$ cat src/rtl/vx_tcu_csr_stage_if.sv
// Bundle of CSR write, ack, busy-tracking and config lookup signals between
// the TCU CSR dispatch side (master) and the per-block config stage (slave).
interface vx_tcu_csr_stage_if #(
  parameter int NUM_WARPS = 4,
  parameter int CSR_COUNT = 4,
  parameter int DATA_W    = 32
);
  localparam int WID_W  = (NUM_WARPS > 1) ? $clog2(NUM_WARPS) : 1;
  localparam int ADDR_W = (CSR_COUNT > 1) ? $clog2(CSR_COUNT) : 1;

  // CSR write request
  logic                        csr_valid;
  logic                        csr_ready;
  logic [WID_W-1:0]            csr_wid;
  logic [ADDR_W-1:0]           csr_addr;
  logic [DATA_W-1:0]           csr_wdata;

  // Commit acknowledge
  logic                        csr_ack_valid;
  logic                        csr_ack_ready;
  logic [WID_W-1:0]            csr_ack_wid;

  // In-flight op tracking
  logic                        busy_set;
  logic [WID_W-1:0]            busy_set_wid;
  logic                        busy_clr;
  logic [WID_W-1:0]            busy_clr_wid;

  // Config lookup
  logic                        cfg_req_valid;
  logic [WID_W-1:0]            cfg_req_wid;
  logic                        cfg_rsp_valid;
  logic [CSR_COUNT*DATA_W-1:0] cfg_rsp_data;

  // Status
  logic [NUM_WARPS-1:0]        cfg_pending;
  logic                        err;

  modport master (
    output csr_valid, csr_wid, csr_addr, csr_wdata, csr_ack_ready,
           busy_set, busy_set_wid, busy_clr, busy_clr_wid,
           cfg_req_valid, cfg_req_wid,
    input  csr_ready, csr_ack_valid, csr_ack_wid,
           cfg_rsp_valid, cfg_rsp_data, cfg_pending, err
  );

  modport slave (
    input  csr_valid, csr_wid, csr_addr, csr_wdata, csr_ack_ready,
           busy_set, busy_set_wid, busy_clr, busy_clr_wid,
           cfg_req_valid, cfg_req_wid,
    output csr_ready, csr_ack_valid, csr_ack_wid,
           cfg_rsp_valid, cfg_rsp_data, cfg_pending, err
  );
endinterface

$ cat src/rtl/vx_tcu_csr_stage.sv
// Per-block TCU configuration stage: per-warp config registers, per-warp
// in-flight op counters, CSR writes deferred until the target warp drains,
// and a one-cycle registered config lookup port for the tensor PE.
module vx_tcu_csr_stage #(
  parameter int NUM_WARPS = 4,
  parameter int CSR_COUNT = 4,
  parameter int DATA_W    = 32,
  parameter int CNT_W     = 4
) (
  input  logic                    clk,
  input  logic                    reset_n,
  vx_tcu_csr_stage_if.slave       bus
);
  localparam int WID_W  = (NUM_WARPS > 1) ? $clog2(NUM_WARPS) : 1;
  localparam int ADDR_W = (CSR_COUNT > 1) ? $clog2(CSR_COUNT) : 1;
  localparam logic [CNT_W-1:0] CNT_MAX = '1;

  typedef enum logic [1:0] {
    IDLE  = 2'd0,
    DRAIN = 2'd1,
    ACK   = 2'd2
  } state_e;

  // One-hot warp decode; an out-of-range wid decodes to all zeros.
  function automatic logic [NUM_WARPS-1:0] wid_onehot(input logic [WID_W-1:0] wid);
    logic [NUM_WARPS-1:0] v;
    v = '0;
    for (int w = 0; w < NUM_WARPS; w++) begin
      if (int'(wid) == w) v[w] = 1'b1;
    end
    return v;
  endfunction

  // One-hot register decode; an out-of-range addr decodes to all zeros.
  function automatic logic [CSR_COUNT-1:0] addr_onehot(input logic [ADDR_W-1:0] addr);
    logic [CSR_COUNT-1:0] v;
    v = '0;
    for (int a = 0; a < CSR_COUNT; a++) begin
      if (int'(addr) == a) v[a] = 1'b1;
    end
    return v;
  endfunction

  // Saturating up/down counter step. Returns {error, next_count}: a decrement
  // at zero or an increment at the maximum holds the count and flags error.
  function automatic logic [CNT_W:0] cnt_next(input logic [CNT_W-1:0] cur,
                                              input logic inc,
                                              input logic dec);
    logic [CNT_W:0] r;
    r = {1'b0, cur};
    if (inc && !dec) begin
      if (cur == CNT_MAX) r = {1'b1, cur};
      else                r = {1'b0, cur + 1'b1};
    end else if (dec && !inc) begin
      if (cur == '0)      r = {1'b1, cur};
      else                r = {1'b0, cur - 1'b1};
    end
    return r;
  endfunction

  // Control state
  state_e               state_q;
  logic                 ready_q;
  logic                 ack_valid_q;
  logic [WID_W-1:0]     ack_wid_q;
  logic [NUM_WARPS-1:0] pending_q;

  // Held CSR write
  logic [WID_W-1:0]     hold_wid_q;
  logic [ADDR_W-1:0]    hold_addr_q;
  logic [DATA_W-1:0]    hold_data_q;

  // In-flight counters and sticky error
  logic [CNT_W-1:0]     inflight_q [NUM_WARPS];
  logic [CNT_W-1:0]     inflight_d [NUM_WARPS];
  logic [CNT_W:0]       cnt_res    [NUM_WARPS];
  logic                 err_q;
  logic                 err_d;

  // Config storage and lookup response
  logic [DATA_W-1:0]           cfg_q [NUM_WARPS][CSR_COUNT];
  logic                        rsp_valid_q;
  logic [CSR_COUNT*DATA_W-1:0] rsp_data_q;
  logic [CSR_COUNT*DATA_W-1:0] rsp_data_d;

  // Decodes
  logic [NUM_WARPS-1:0] set_oh;
  logic [NUM_WARPS-1:0] clr_oh;
  logic [NUM_WARPS-1:0] hold_wid_oh;
  logic [CSR_COUNT-1:0] hold_addr_oh;
  logic [NUM_WARPS-1:0] req_wid_oh;
  logic                 hold_idle;
  logic                 cfg_we;

  assign set_oh       = bus.busy_set ? wid_onehot(bus.busy_set_wid) : '0;
  assign clr_oh       = bus.busy_clr ? wid_onehot(bus.busy_clr_wid) : '0;
  assign hold_wid_oh  = wid_onehot(hold_wid_q);
  assign hold_addr_oh = addr_onehot(hold_addr_q);
  assign req_wid_oh   = wid_onehot(bus.cfg_req_wid);

  // Held warp has no ops in flight (registered count only); an out-of-range
  // warp has nothing to drain.
  always_comb begin
    hold_idle = 1'b1;
    for (int w = 0; w < NUM_WARPS; w++) begin
      if (hold_wid_oh[w] && (inflight_q[w] != '0)) hold_idle = 1'b0;
    end
  end

  assign cfg_we = (state_q == DRAIN) && hold_idle;

  // CSR write sequencing: accept, wait for drain, then hold the ack until taken.
  always_ff @(posedge clk or negedge reset_n) begin
    if (!reset_n) begin
      state_q     <= IDLE;
      ready_q     <= 1'b1;
      ack_valid_q <= 1'b0;
      ack_wid_q   <= '0;
      pending_q   <= '0;
      hold_wid_q  <= '0;
      hold_addr_q <= '0;
      hold_data_q <= '0;
    end else begin
      case (state_q)
        IDLE: begin
          if (bus.csr_valid && ready_q) begin
            hold_wid_q  <= bus.csr_wid;
            hold_addr_q <= bus.csr_addr;
            hold_data_q <= bus.csr_wdata;
            pending_q   <= wid_onehot(bus.csr_wid);
            ready_q     <= 1'b0;
            state_q     <= DRAIN;
          end
        end
        DRAIN: begin
          if (hold_idle) begin
            pending_q   <= '0;
            ack_valid_q <= 1'b1;
            ack_wid_q   <= hold_wid_q;
            state_q     <= ACK;
          end
        end
        ACK: begin
          if (bus.csr_ack_ready) begin
            ack_valid_q <= 1'b0;
            ready_q     <= 1'b1;
            state_q     <= IDLE;
          end
        end
        default: begin
          ack_valid_q <= 1'b0;
          pending_q   <= '0;
          ready_q     <= 1'b1;
          state_q     <= IDLE;
        end
      endcase
    end
  end

  // Next in-flight counts and error from this cycle's set/clr pulses.
  always_comb begin
    err_d = err_q;
    for (int w = 0; w < NUM_WARPS; w++) begin
      cnt_res[w]    = cnt_next(inflight_q[w], set_oh[w], clr_oh[w]);
      inflight_d[w] = cnt_res[w][CNT_W-1:0];
      err_d         = err_d | cnt_res[w][CNT_W];
    end
  end

  // In-flight counters and sticky over/underflow flag.
  always_ff @(posedge clk or negedge reset_n) begin
    if (!reset_n) begin
      for (int w = 0; w < NUM_WARPS; w++) inflight_q[w] <= '0;
      err_q <= 1'b0;
    end else begin
      for (int w = 0; w < NUM_WARPS; w++) inflight_q[w] <= inflight_d[w];
      err_q <= err_d;
    end
  end

  // Config registers; an out-of-range target matches no entry and is dropped.
  always_ff @(posedge clk or negedge reset_n) begin
    if (!reset_n) begin
      for (int w = 0; w < NUM_WARPS; w++) begin
        for (int a = 0; a < CSR_COUNT; a++) cfg_q[w][a] <= '0;
      end
    end else if (cfg_we) begin
      for (int w = 0; w < NUM_WARPS; w++) begin
        for (int a = 0; a < CSR_COUNT; a++) begin
          if (hold_wid_oh[w] && hold_addr_oh[a]) cfg_q[w][a] <= hold_data_q;
        end
      end
    end
  end

  // Lookup mux over the current (pre-write) config; out-of-range warp reads zero.
  always_comb begin
    rsp_data_d = '0;
    for (int w = 0; w < NUM_WARPS; w++) begin
      for (int a = 0; a < CSR_COUNT; a++) begin
        if (req_wid_oh[w]) rsp_data_d[a*DATA_W +: DATA_W] = cfg_q[w][a];
      end
    end
  end

  // Registered lookup response, one cycle after the request, never stalls.
  always_ff @(posedge clk or negedge reset_n) begin
    if (!reset_n) begin
      rsp_valid_q <= 1'b0;
      rsp_data_q  <= '0;
    end else begin
      rsp_valid_q <= bus.cfg_req_valid;
      rsp_data_q  <= rsp_data_d;
    end
  end

  assign bus.csr_ready     = ready_q;
  assign bus.csr_ack_valid = ack_valid_q;
  assign bus.csr_ack_wid   = ack_wid_q;
  assign bus.cfg_pending   = pending_q;
  assign bus.cfg_rsp_valid = rsp_valid_q;
  assign bus.cfg_rsp_data  = rsp_data_q;
  assign bus.err           = err_q;

endmodule

$ cat src/flat_wrapper.sv
// flat-port wrapper written by rule: the top's interface ports become plain ports
module vx_tcu_csr_stage_flat 
#(
  parameter int NUM_WARPS = 4,
  parameter int CSR_COUNT = 4,
  parameter int DATA_W    = 32,
  parameter int CNT_W     = 4
)
  (clk, reset_n, bus_csr_valid, bus_csr_wid, bus_csr_addr, bus_csr_wdata, bus_csr_ack_ready, bus_busy_set, bus_busy_set_wid, bus_busy_clr, bus_busy_clr_wid, bus_cfg_req_valid, bus_cfg_req_wid, bus_csr_ready, bus_csr_ack_valid, bus_csr_ack_wid, bus_cfg_rsp_valid, bus_cfg_rsp_data, bus_cfg_pending, bus_err);
  vx_tcu_csr_stage_if #(.NUM_WARPS(NUM_WARPS), .CSR_COUNT(CSR_COUNT), .DATA_W(DATA_W)) bus_i ();
  input  logic clk;
  input  logic reset_n;
  input wire logic [$bits(bus_i.csr_valid)-1:0] bus_csr_valid;
  input wire logic [$bits(bus_i.csr_wid)-1:0] bus_csr_wid;
  input wire logic [$bits(bus_i.csr_addr)-1:0] bus_csr_addr;
  input wire logic [$bits(bus_i.csr_wdata)-1:0] bus_csr_wdata;
  input wire logic [$bits(bus_i.csr_ack_ready)-1:0] bus_csr_ack_ready;
  input wire logic [$bits(bus_i.busy_set)-1:0] bus_busy_set;
  input wire logic [$bits(bus_i.busy_set_wid)-1:0] bus_busy_set_wid;
  input wire logic [$bits(bus_i.busy_clr)-1:0] bus_busy_clr;
  input wire logic [$bits(bus_i.busy_clr_wid)-1:0] bus_busy_clr_wid;
  input wire logic [$bits(bus_i.cfg_req_valid)-1:0] bus_cfg_req_valid;
  input wire logic [$bits(bus_i.cfg_req_wid)-1:0] bus_cfg_req_wid;
  output wire logic [$bits(bus_i.csr_ready)-1:0] bus_csr_ready;
  output wire logic [$bits(bus_i.csr_ack_valid)-1:0] bus_csr_ack_valid;
  output wire logic [$bits(bus_i.csr_ack_wid)-1:0] bus_csr_ack_wid;
  output wire logic [$bits(bus_i.cfg_rsp_valid)-1:0] bus_cfg_rsp_valid;
  output wire logic [$bits(bus_i.cfg_rsp_data)-1:0] bus_cfg_rsp_data;
  output wire logic [$bits(bus_i.cfg_pending)-1:0] bus_cfg_pending;
  output wire logic [$bits(bus_i.err)-1:0] bus_err;
  assign bus_i.csr_valid = bus_csr_valid;
  assign bus_i.csr_wid = bus_csr_wid;
  assign bus_i.csr_addr = bus_csr_addr;
  assign bus_i.csr_wdata = bus_csr_wdata;
  assign bus_i.csr_ack_ready = bus_csr_ack_ready;
  assign bus_i.busy_set = bus_busy_set;
  assign bus_i.busy_set_wid = bus_busy_set_wid;
  assign bus_i.busy_clr = bus_busy_clr;
  assign bus_i.busy_clr_wid = bus_busy_clr_wid;
  assign bus_i.cfg_req_valid = bus_cfg_req_valid;
  assign bus_i.cfg_req_wid = bus_cfg_req_wid;
  assign bus_csr_ready = bus_i.csr_ready;
  assign bus_csr_ack_valid = bus_i.csr_ack_valid;
  assign bus_csr_ack_wid = bus_i.csr_ack_wid;
  assign bus_cfg_rsp_valid = bus_i.cfg_rsp_valid;
  assign bus_cfg_rsp_data = bus_i.cfg_rsp_data;
  assign bus_cfg_pending = bus_i.cfg_pending;
  assign bus_err = bus_i.err;
  vx_tcu_csr_stage #(.NUM_WARPS(NUM_WARPS), .CSR_COUNT(CSR_COUNT), .DATA_W(DATA_W), .CNT_W(CNT_W)) u_core (.clk(clk), .reset_n(reset_n), .bus(bus_i));
endmodule
$ cat config.mk
export PLATFORM = sky130hd
export DESIGN_NAME = vx_tcu_csr_stage_flat
export DESIGN_NICKNAME = d
export VERILOG_FILES = /design/src/rtl/vx_tcu_csr_stage_if.sv /design/src/rtl/vx_tcu_csr_stage.sv /design/src/flat_wrapper.sv
export SDC_FILE = /design/constraint.sdc
export NUM_CORES = 1
export LEC_CHECK = 0
export CAP_MARGIN = 25
export CORE_ASPECT_RATIO = 0.6
export CORE_MARGIN = 2
export CORE_UTILIZATION = 60
export DETAILED_ROUTE_END_ITERATION = 10
export DONT_BUFFER_PORTS = 1
export PLACE_DENSITY_LB_ADDON = 0.15
export RECOVER_POWER = 25
export SYNTH_ARGS = -nofsm -noshare
export SYNTH_HDL_FRONTEND = slang
export SYNTH_SLANG_ARGS = --single-unit
$ cat constraint.sdc
create_clock -name clk -period 2.5 [get_ports clk]
set_input_delay 0.375 -clock clk [delete_from_list [all_inputs] [get_ports clk]]
set_output_delay 0.375 -clock clk [all_outputs]
set_load 0.05 [all_outputs]
# Word-level counts from Yosys, hierarchy flattened
# Index checks and enable logic that the tools add are counted.
[op_classes]
n_addsub = 8
n_eq_ne = 35
n_mux = 75
bitwise_logic = 7
reduce_logical = 83
[ops]
columns = ["operator", "count"]
rows = [
  ["32-bit two-way mux", 16],
  ["5-bit two-way mux", 16],
  ["2-bit AND reduction", 18],
  ["1-bit two-way mux", 32],
  ["1-bit logical AND", 30],
  ["2-bit equality test, second input constant", 13],
  ["3-bit AND reduction", 8],
  ["4-bit by 1-bit adder with 4-bit output, second input constant", 4],
  ["4-bit equality test, second input constant", 4],
  ["4-bit logical NOT", 4],
  ["4-bit two-way mux", 4],
  ["4-bit nonzero test", 4],
  ["4-bit by 1-bit subtractor with 4-bit output, second input constant", 4],
  ["2-bit by 1-bit equality test with 1-bit output, second input constant", 7],
  ["2-bit logical NOT", 7],
  ["2-bit by 1-bit != test with 1-bit output, second input constant", 6],
  ["4-bit case mux with 3 select lines", 1],
  ["2-bit != test, second input constant", 5],
  ["1-bit logical NOT", 8],
  ["2-bit nonzero test", 4],
  ["2-bit two-way mux", 3],
  ["1-bit case mux with 3 select lines", 2],
  ["2-bit case mux with 3 select lines", 1],
  ["1-bit OR", 4],
  ["1-bit inverter", 3],
]
[word_totals]
reg_bits = 704
wordCells = 239

# Longest topological paths before layout
# Gate-level depths: netlist of the first run.
[logic_depth]
word_depth = 11
ltp_mapped = 8

# Worst setup path before layout of the first run
# OpenSTA, ideal clock, no wires.
[synth_path]
kind = "reg-to-reg"
startpoint = "register u_core.inflight_q[8] (netlist name)"
endpoint = "register u_core.cfg_q[260] (netlist name)"
setup_ps = 127
slack_ps = 375
stages_incl_launch_ff = 9
n_path_buf = 2
required_time_ps = 2373
arrival_time_ps = 1997
path_cell_list = "dfrtp_1 > inv_1 > ha_1 > nor3b_2 > nor3b_4 > nor2b_1 > buf_4 > buf_6 > mux2_1"
[synth_via]
elab_chain_len = 7
[synth_rtl]
columns = ["item", "line", "text"]
rows = [
  ["start: declaration", "vx_tcu_csr_stage.sv:74", "logic [CNT_W-1:0] inflight_q [NUM_WARPS];"],
  ["4-bit nonzero test", "vx_tcu_csr_stage.sv:106", "if (hold_wid_oh[w] && (inflight_q[w] != '0)) hold_idle = 1'b0;"],
  ["1-bit logical AND", "vx_tcu_csr_stage.sv:106", ""],
  ["1-bit two-way mux (3 in series)", "vx_tcu_csr_stage.sv:106", ""],
  ["1-bit logical AND", "vx_tcu_csr_stage.sv:110", "assign cfg_we = (state_q == DRAIN) && hold_idle;"],
  ["2-bit AND reduction (no source line)", "--", ""],
  ["end signal: indexed assignment", "vx_tcu_csr_stage.sv:190", "if (hold_wid_oh[w] && hold_addr_oh[a]) cfg_q[w][a] <= hold_data_q;"],
  ["end: declaration", "vx_tcu_csr_stage.sv:81", "logic [DATA_W-1:0] cfg_q [NUM_WARPS][CSR_COUNT];"],
]
# No other way between the ends.
# A chain may end at the register's enable or synchronous reset.

# Final worst setup path of the first run
[layout_path]
startpoint = "register u_core.inflight_q[1] (netlist name)"
endpoint = "register u_core.cfg_q[80] (netlist name)"
[layout_via]
elab_chain_len = 5
[layout_rtl]
columns = ["item", "line"]
rows = [
  ["4-bit nonzero test", "vx_tcu_csr_stage.sv:106"],
  ["1-bit logical AND", "vx_tcu_csr_stage.sv:106"],
  ["1-bit two-way mux", "vx_tcu_csr_stage.sv:106"],
  ["1-bit logical AND", "vx_tcu_csr_stage.sv:110"],
  ["2-bit AND reduction (no source line)", "--"],
]
# No other way between the ends.

==> results_dict.tcl, run 1 <==
set metrics [dict create \
    crit_end "u_core.cfg_q[80]" \
    chipHeight_um 173.1 \
    avgRoutedWirePerCell_um 25.04 \
    netlist_area_mm2 0.02859 \
    clkLatencyLatePin_ns 0.60 \
    synthTopCellsByCount "dfrtp_1, mux2_2, mux4_2" \
    antenna_found_initial 0 \
    start_util_pct 61.31 \
    fp.dieW_um 285.8 \
    max-vdd-ir-drop_mv 0.6984 \
    p_clk_share_pct 32.0 \
    synth_edf_count 0 \
    synth_warnings 0 \
    total_power_w 0.02880 \
    drt.antenna.violating_nets 0 \
    dr_total_vias 15130 \
    hold_viol 679 \
    yosysTopAreaCellShare_pct 61.53 \
    synthDistinctLibCells 59 \
    switchingPower_w 0.008581 \
    p_sw_share_pct 29.79 \
    period_minus_slack_ns 2.375 \
    final-instance-count-excl-fill 2459 \
    routed_wl_mm 61.57 \
    synth-async-reset-ratio_pct 100.0 \
    hp-class "in2async" \
    utilization_pct 68.05 \
    cts.clk_slew.worst_paths_ns 0.06 \
    grt_setup_unrepaired "no" \
    routabilityCongestion 0.8169 \
    ys.flop_type "dfrtp_1" \
    fp-row-count 61 \
    yosysMostFrequentCell "dfrtp_1" \
    pwr-share-comb_pct 10.6 \
    worstPathRequired_ns 2.97 \
    core_area_mm2 0.04663 \
    tritoncts "built" \
    antenna_cells 0 \
    nFillCells 3106 \
    nets 1846 \
    r2r_end "u_core.cfg_q[80]" \
    hold-worst-slack_ns -0.4996 \
    synth_area_leaders "dfrtp_1, mux2_2, mux4_2" \
    die_area_mm2 0.04947 \
    crit_path_end_kind "flop" \
    seq_power_share_pct 57.4 \
    io_buffers 0 \
    avgSynthCellArea_um2 16.19 \
    violations "negative hold slack, max-slew violations" \
    worstMarginPinSlew_ns 2.283 \
    startpoint_type "flop" \
    cts_buffers 60 \
    outcome "finished with violations" \
    syn_to_final_growth_pct 11.00 \
    htreeDepth 2 \
    clock_sinks 704 \
    p_int_w 0.02022 \
    synth_fp_nets 1827 \
    drc_errors 0 \
    drive_gt1_share_pct 41.50 \
    synth_largest_area_cell "dfrtp_1" \
    cap_violations 0 \
    dr.pass1.iters 5 \
    cts_root_buffer "clkbuf_16" \
    crit_type "reg2reg" \
    netlist_instances 1766 \
    setup_viol 0 \
    leakagePower_nw 15.74 \
    via_per_inst 6.152 \
    cp_max_fo 32 \
    rrSetupSlack_ns 0.12 \
    slew_viol_final 601 \
    initialDrtViolationCount 1256 \
    p_per_area_mw_per_mm2 907.6 \
    dpl.hpwl_mm 34.67 \
    ios 187 \
    track_usage_pct 25.54 \
    grt_pass1_wl_mm 96.95 \
    crit_start "u_core.inflight_q[1]" \
    post-route-period-util_pct 95.01 \
    post-place-cells 2306 \
    synth.yosys.seq_area_share_pct 61.63 \
    grt_overflow 0 \
    worst_ep_arrival_time_ns 2.85 \
    grt_max_degree 705 \
    fmaxAchievable_ghz 0.4210 \
    r2r_start "u_core.inflight_q[1]" \
    tns_ns 0 \
    clk_path_buf_depth 3 \
    worstRegToRegCells 8 \
    synth.ff_latch_count 704 \
    skew_ns 0.01551 \
    slew_headroom_pct -52.19 \
    grt_pass1_vias 16240 \
]
-- per-layer routing --
metal	part of all wire [%]	up-vias	global-route usage, %
met5	0	-	0
met4	1.7	0	5.301
met3	5.3	76	5.303
met2	48	347	40.03
met1	45	8272	37.67
li1	-	6432	-
-- stage by stage --
| stage | area, um2 | worst slack [ns] |
|---|---|---|
| finish | 31730 | 0.1248 |
| global route | 31730 | 0.005068 |
| CTS | 31720 | 0.1509 |
| detailed placement | 29310 | 0.1763 |
| global placement | 29310 | 0.2820 |
| floorplan | 28590 | 0.3752 |
-- timing repair --
| action | in CTS | in global routing |
|---|---|---|
| endpoints found under the hold margin | 835 | 707 |
| setup endpoints to repair | 0 | 1 |
| buffers inserted | 0 | 0 |
| hold buffers | 46 | 1 |
| resized for setup | 0 | 1 |
-- worst min-delay path by stage --
stage	to	slack (ns)	depth (start not counted)
after floorplan	u_core.bus.cfg_pending[0]	0.08	0
after global placement	u_core.inflight_q[12]	0.11	0
after detailed placement	u_core.inflight_q[12]	0.11	0
after CTS	u_core.inflight_q[12]	-0.53	0
after global routing	u_core.inflight_q[14]	-0.53	0
final	u_core.inflight_q[12]	-0.50	0
-- registers in the layout, indices dropped and copies added, names as in the netlist --
name and count:
u_core.cfg_q 512, u_core.bus.cfg_rsp_data 128, u_core.hold_data_q 32, u_core.inflight_q 16, u_core.bus.cfg_pending 4, u_core.bus.csr_ack_wid 2, u_core.hold_addr_q 2, u_core.hold_wid_q 2
u_core.state_q 2, u_core.bus.cfg_rsp_valid 1, u_core.bus.csr_ack_valid 1, u_core.bus.csr_ready 1, u_core.bus.err 1
-- final cells by class --
cell class,count,area (um2),share of cell area [%]
Clock inverter,10,138.9,0.4377
Clock buffer,96,1788,5.634
Sequential cell,704,17620,55.52
Inverter,10,37.54,0.1183
Tap cell,630,788.3,2.484
Timing Repair Buffer,83,955.9,3.012
Multi-Input combinational cell,926,10410,32.79
-- critical path, cell delays in order (launching register included) --
cell and delay, ns:
dfrtp_1 0.45, inv_1 0.15, ha_1 0.20, nor3b_2 0.28, nand3_1 0.13, buf_4 0.20, nor3_4 0.16, buf_12 0.28
mux2_2 0.37
-- cells by family (layout without fill, tap and decap cells) --
kind of cell	after synthesis	count (layout)	synth area share [%]
flops	704	704	61.63
mux	646	646	30.52
simple gates	211	211	3.654
buf+inv	136	199	2.223
compound gates	53	53	1.326
fa+ha+maj	12	12	0.5252
xor+xnor	4	4	0.1225
-- placed cells by master (no fill, tap or decap), drive strengths merged, types with 2 or more instances in the layout --
cell type    Yosys  layout
a211oi           2       2
a21o             4       4
a21oi            7       7
a221oi           3       3
a22oi            3       3
a311oi           2       2
and2             4       4
and3             4       4
and3b            2       2
buf             69      38
bufinv           0       3
clkbuf          57      96
clkinv           0       3
dfrtp          703     703
dlygate4sd3      0      45
ha              12      12
inv             10      13
mux2           516     516
mux4           129     129
nand2          129     129
nand2b           7       7
nand3            6       6
nand3b           2       2
nand4            3       3
nand4b           3       3
nor2            13      13
nor2b           10      10
nor3            10      10
nor3b           10      10
nor4             2       2
o211ai           3       3
o21ai           11      11
o221ai           2       2
o2bb2ai          4       4
or4              3       3
xnor2            4       4
-- power by group through the flow --
| stage | sequential (W) | clock (W) | combinational, W |
|---|---|---|---|
| 5_1_grt | 0.0168 | 0.00991 | 0.00334 |
| 3_3_place_gp | 0.0166 | 0 | 0.00273 |
| 3_5_place_dp | 0.0167 | 0 | 0.00288 |
| 6_report | 0.0165 | 0.00922 | 0.00304 |
| 2_1_floorplan | 0.0154 | 0 | 0.00296 |
| 4_1_cts | 0.0165 | 0.00941 | 0.00304 |
No activity file was read; power rests on OpenSTA's default activity.
==> run 2: changes to the inputs <==
--- a/config.mk
+++ b/config.mk
@@ -13,6 +13,7 @@
 export DONT_BUFFER_PORTS = 1
 export PLACE_DENSITY_LB_ADDON = 0.15
 export RECOVER_POWER = 25
+export SETUP_SLACK_MARGIN = 0.4
 export SYNTH_ARGS = -nofsm -noshare
 export SYNTH_HDL_FRONTEND = slang
 export SYNTH_SLANG_ARGS = --single-unit
==> run 2 against run 1 <==
Net effect:
- critical endpoint is now u_core.cfg_q[102]
- register-to-register slack better by 0.16 ns
- non-clock buffer count is 92 higher
- global-route usage rose by 2.0 points
- maximum frequency up 7.4%
- critical path depth is 2 higher
- final area is 5.5% higher
- largest power group unchanged
- combinational power increased by 24%
- first-iteration DRC count is 5.3% higher
- the flow still finishes with violations (negative hold slack, max-slew violations)
- flip-flop and latch count unchanged
==> results_dict.tcl, run 2 (synthesis results as in run 1) <==
set metrics [dict create \
    outcome "finished with violations" \
    violations "negative hold slack, max-slew violations" \
    post-route-period-util_pct 88.44 \
    worstRegToRegCells 10 \
    tritoncts "built" \
    track_usage_pct 27.56 \
    ios 187 \
    drc_errors 0 \
    worstPathRequired_ns 2.99 \
    p_clk_share_pct 32.4 \
    routabilityCongestion 0.7398 \
    initialDrtViolationCount 1322 \
    hp-class "in2async" \
    clkLatencyLatePin_ns 0.63 \
    syn_to_final_growth_pct 17.09 \
    hold-worst-slack_ns -0.4984 \
    slew_viol_final 640 \
    grt_pass1_vias 16560 \
    setup_viol 0 \
    leakagePower_nw 16.51 \
    nets 1938 \
    fmaxAchievable_ghz 0.4523 \
    clk_path_buf_depth 3 \
    dr_total_vias 15750 \
    via_per_inst 6.158 \
    routed_wl_mm 67.36 \
    fp.dieW_um 285.8 \
    dpl.hpwl_mm 34.72 \
    grt_setup_unrepaired "yes" \
    final_cell_mix "dfrtp_1, mux2_2, mux4_2" \
    postPlaceCellArea_mm2 0.02933 \
    slew_headroom_pct -79.90 \
    nFillCells 2864 \
    grt_pass1_wl_mm 102.8 \
    cap_violations 0 \
    core_area_mm2 0.04663 \
    startpoint_type "flop" \
    fin_area_mm2 0.03347 \
    max-vdd-ir-drop_mv 0.6947 \
    seq_power_share_pct 55.1 \
    cts_root_buffer "clkbuf_16" \
    antenna_cells 0 \
    pwr-share-comb_pct 12.5 \
    fp-row-count 61 \
    cts.clk_slew.worst_paths_ns 0.07 \
    grt_max_degree 705 \
    switchingPower_w 0.008966 \
    chipHeight_um 173.1 \
    p_int_w 0.02112 \
    start_util_pct 61.31 \
    cts_buffers 60 \
    drive_gt1_share_pct 45.49 \
    avgRoutedWirePerCell_um 26.33 \
    cts_hold_buffers 79 \
    die_area_mm2 0.04947 \
    drt.antenna.violating_nets 0 \
    tns_ns 0 \
    crit_type "reg2reg" \
    p_per_area_mw_per_mm2 898.8 \
    worst_ep_arrival_time_ns 2.71 \
    antenna_found_initial 1 \
    skew_ns 0.03119 \
    clock_sinks 704 \
    crit_path_end_kind "flop" \
    htreeDepth 2 \
    io_buffers 0 \
    cp_max_fo 8 \
    worstMarginPinSlew_ns 2.698 \
    hold_viol 431 \
    top_register "u_core.cfg_q" \
    largest_reg_flops 512 \
    grt_overflow 0 \
    layout.cells.most_common "dfrtp_1" \
    p_sw_share_pct 29.80 \
    dr.pass1.iters 5 \
    period_minus_slack_ns 2.211 \
]
-- run 2: cell types whose count changed in the layout (fill, tap and decap cells not counted), moves of 8 or more --
cell	change
buf_16	+12
clkbuf_8	+8
buf_4	+31
inv_1	-8
mux2_4	+69
mux2_1	-26
clkbuf_1	-8
dlygate4sd3_1	+33
mux2_2	-43
-- run 2: repair_timing --
action	4_1_cts	5_1_grt
gates resized for setup	52	65
pin swaps	3	5
buffers inserted	29	18
setup endpoints to repair	488	315
hold endpoints to repair	849	704
gates cloned	11	4
-- run 2: power groups by stage --
stage / clock network (W) / logic [W] / registers (W)
4_1_cts: 0.00990 / 0.00347 / 0.0165
3_3_place_gp: 0 / 0.00275 / 0.0165
2_1_floorplan: 0 / 0.00297 / 0.0154
6_report: 0.00975 / 0.00376 / 0.0166
5_1_grt: 0.0104 / 0.00405 / 0.0169
3_5_place_dp: 0 / 0.00291 / 0.0167
-- run 2: path summary, 6_finish.rpt --
kind / from / end / slack (ns)
setup / recovery: u_core.inflight_q[1] / u_core.cfg_q[102] / 0.29
setup reg to reg: u_core.inflight_q[1] / u_core.cfg_q[102] / 0.29
hold / removal: reset_n / u_core.inflight_q[12] / -0.50
max in group asynchronous: reset_n / u_core.cfg_q[43] / 0.92
min in group clk: bus_cfg_req_wid[0] / u_core.bus.cfg_rsp_data[86] / 0.04
hold reg to reg: u_core.cfg_q[84] / u_core.cfg_q[84] / 0.48
-- run 2: worst max-delay path, cell delays in order (launching register included) --
cell     delay [ns]
dfrtp_1        0.41
inv_2          0.09
ha_4           0.13
nor3b_4        0.21
nand3_2        0.14
buf_6          0.16
nor2b_4        0.21
buf_12         0.15
buf_12         0.10
buf_16         0.15
mux2_2         0.34
-- run 2: metrics by stage --
step                power (W)  worst slack (ns)  utilization [%]  hold WS [ns]  cells
floorplan             0.01841            0.4044                -       0.07941   1766
global route          0.03132            0.2164            71.78       -0.5235   2558
global placement      0.01929            0.2086            62.89        0.1031   2304
CTS                   0.02986            0.3307            70.71       -0.5319   2536
finish                0.03009            0.2890            71.78       -0.4984   2558
detailed placement    0.01960            0.1259            62.89        0.1082   2304
-- run 2: final cells by class --
| type | count | area, um2 | area share [%] |
|---|---|---|---|
| clock buffer | 97 | 1893 | 5.655 |
| sequential | 704 | 17620 | 52.64 |
| clock inverter | 16 | 197.7 | 0.5906 |
| inverter | 10 | 40.04 | 0.1196 |
| timing repair buffer | 175 | 2146 | 6.410 |
| tap | 630 | 788.3 | 2.355 |
| multi-input combinational | 926 | 10790 | 32.23 |
-- run 2: layer usage --
| metal | up-vias | GRT usage, % | wire (um) |
|---|---|---|---|
| met5 | - | 0 | 0 |
| li1 | 6634 | - | - |
| met1 | 8632 | 43.05 | 31930 |
| met4 | 0 | 6.675 | 1473 |
| met3 | 102 | 5.435 | 3787 |
| met2 | 385 | 40.37 | 30170 |
==> run 3: changes to the inputs <==
--- a/config.mk
+++ b/config.mk
@@ -8,7 +8,7 @@
 export CAP_MARGIN = 25
 export CORE_ASPECT_RATIO = 0.6
 export CORE_MARGIN = 2
-export CORE_UTILIZATION = 60
+export CORE_UTILIZATION = 40
 export DETAILED_ROUTE_END_ITERATION = 10
 export DONT_BUFFER_PORTS = 1
 export PLACE_DENSITY_LB_ADDON = 0.15
@@ -17,3 +17,4 @@
 export SYNTH_ARGS = -nofsm -noshare
 export SYNTH_HDL_FRONTEND = slang
 export SYNTH_SLANG_ARGS = --single-unit
+export TNS_END_PERCENT = 30
==> run 3 against run 2 <==
Net effect:
- the flow finishes with violations (negative hold slack, max-capacitance violations, max-slew violations)
- final area is 0.41% higher
- setup slack better by 0.098 ns
- hold slack worse by 0.031 ns
- via count is 1.8% lower
- non-clock buffer count is 33 lower
==> results_dict.tcl, run 3 (synthesis results as in run 1) <==
set metrics [dict create \
    outcome "finished with violations" \
    violations "negative hold slack, max-capacitance violations, max-slew violations" \
    cts_hold_buffers 58 \
    htreeDepth 3 \
    worstMarginPinSlew_ns 2.016 \
    core_area_mm2 0.07029 \
    hold_viol 235 \
    antenna_found_initial 4 \
    fp.dieW_um 349.1 \
    routed_wl_mm 73.31 \
    syn_to_final_growth_pct 17.57 \
    start_util_pct 40.67 \
    cp_max_fo 11 \
    leakagePower_nw 16.41 \
    fp-row-count 75 \
    setup_viol 0 \
    path_cells "nor2b_2, nand3_2, nor2b_4, bufbuf_16, mux2_2" \
    clock_sinks 704 \
    tns_ns 0 \
    dr.pass1.iters 5 \
    clk_path_buf_depth 3 \
    dpl.hpwl_mm 38.38 \
    avgRoutedWirePerCell_um 25.88 \
    dr_total_vias 15470 \
    drt.antenna.violating_nets 0 \
    slew_viol_final 222 \
    post-route-period-util_pct 84.51 \
    startpoint_type "flop" \
    p_per_area_mw_per_mm2 932.5 \
    routabilityCongestion 0.7507 \
    multi_input_area_mm2 0.01068 \
    slew_headroom_pct -34.38 \
    top_register "u_core.cfg_q" \
    final_cell_mix "dfrtp_1, mux2_2, mux4_2" \
    utilization_pct 47.82 \
    drive_gt1_share_pct 45.54 \
    total_power_w 0.03134 \
    cpPeakStageDelay_ns 0.47 \
    grt_max_degree 705 \
    grt_pass1_wl_mm 110.3 \
    cts_buffers 71 \
    fmaxAchievable_ghz 0.4733 \
    initialDrtViolationCount 953 \
    layout.cells.most_common "dfrtp_1" \
    chipHeight_um 211.1 \
    worst_ep_arrival_time_ns 2.61 \
    skew_ns 0.01513 \
    nets 1916 \
    ios 187 \
    hold-worst-slack_ns -0.5291 \
    drc_errors 0 \
    via_per_inst 5.461 \
    cpMaxStageDelayCell "dfrtp_1" \
    crit_type "reg2reg" \
    grt_setup_unrepaired "yes" \
    period_minus_slack_ns 2.113 \
    largest_reg_flops 512 \
    track_usage_pct 20.25 \
    grt_overflow 0 \
    seq_area_mm2 0.01762 \
    worstPathRequired_ns 2.99 \
    hp-class "in2async" \
    post-place-cells 2605 \
    cap_violations 1 \
    cts_root_buffer "clkbuf_16" \
    max-vdd-ir-drop_mv 0.3996 \
    die_area_mm2 0.07370 \
    tritoncts "built" \
    grt_pass1_vias 16260 \
    final-instance-count-excl-fill 2833 \
    io_buffers 0 \
    crit_path_end_kind "flop" \
    nFillCells 5946 \
    cts.clk_slew.worst_paths_ns 0.06 \
    clkLatencyLatePin_ns 0.61 \
]
[run 3: timing repair]
item	in CTS	in global routing
endpoints found under the hold margin	826	235
setup buffers	17	12
endpoints found under the setup margin	497	246
cloned	8	3
gates resized for setup	49	42
pin swaps	2	3
[run 3: where the power goes]
| part | leakage (nW) | internal [W] | total (W) | switching (W) |
|---|---|---|---|---|
| clock network | 1.16 | 0.00641 | 0.0109 | 0.00450 |
| logic | 5.53 | 0.00229 | 0.00378 | 0.00149 |
| registers | 9.71 | 0.0131 | 0.0167 | 0.00353 |
| total | 16.4 | 0.0218 | 0.0313 | 0.00951 |
[run 3: per-stage QoR]
stage / area, um2 / worst slack, ns / hold WS, ns
2_1_floorplan: 28600 / 0.4044 / 0.07941
3_3_place_gp: 29710 / 0.1707 / 0.1334
3_5_place_dp: 29710 / 0.1425 / 0.1356
4_1_cts: 33220 / 0.3445 / -0.5214
5_1_grt: 33600 / 0.3251 / -0.5748
6_report: 33610 / 0.3873 / -0.5291
[run 3: layout make-up]
cell class	count	area share, %
flip-flops and latches	704	52.42
multi-input cells	926	31.76
clock buffers	102	6.176
repair buffers	142	5.200
well taps	924	3.440
clock inverters	22	0.8562
inverters	10	0.1191
diodes	3	0.02233
[run 3: critical path, delay by kind of cell (launching register included)]
kind	cells	cell delay, ns
AND/OR/NAND/NOR	3	0.85
flip-flops	1	0.47
buffers and inverters	1	0.34
multiplexers	1	0.34
[run 3: layer usage]
metal | global-route usage, % | wire length, um | vias to the layer above
met4 | 4.087 | 1159 | 0
met2 | 30.29 | 32800 | 270
li1 | - | - | 6598
met1 | 30.89 | 36350 | 8510
met5 | 0 | 0 | -
met3 | 3.725 | 2992 | 92
[run 3: final timing paths]
check	from	endpoint	slack, ns	cells past startpoint
min in group clk	bus_cfg_req_wid[0]	u_core.bus.cfg_rsp_data[12]	0.05	1
max	u_core.state_q[0]	u_core.cfg_q[152]	0.39	5
min reg2reg	u_core.cfg_q[270]	u_core.cfg_q[270]	0.49	1
max reg2reg	u_core.state_q[0]	u_core.cfg_q[152]	0.39	5
max in group asynchronous	reset_n	u_core.cfg_q[27]	0.75	2
min	reset_n	u_core.inflight_q[12]	-0.53	0
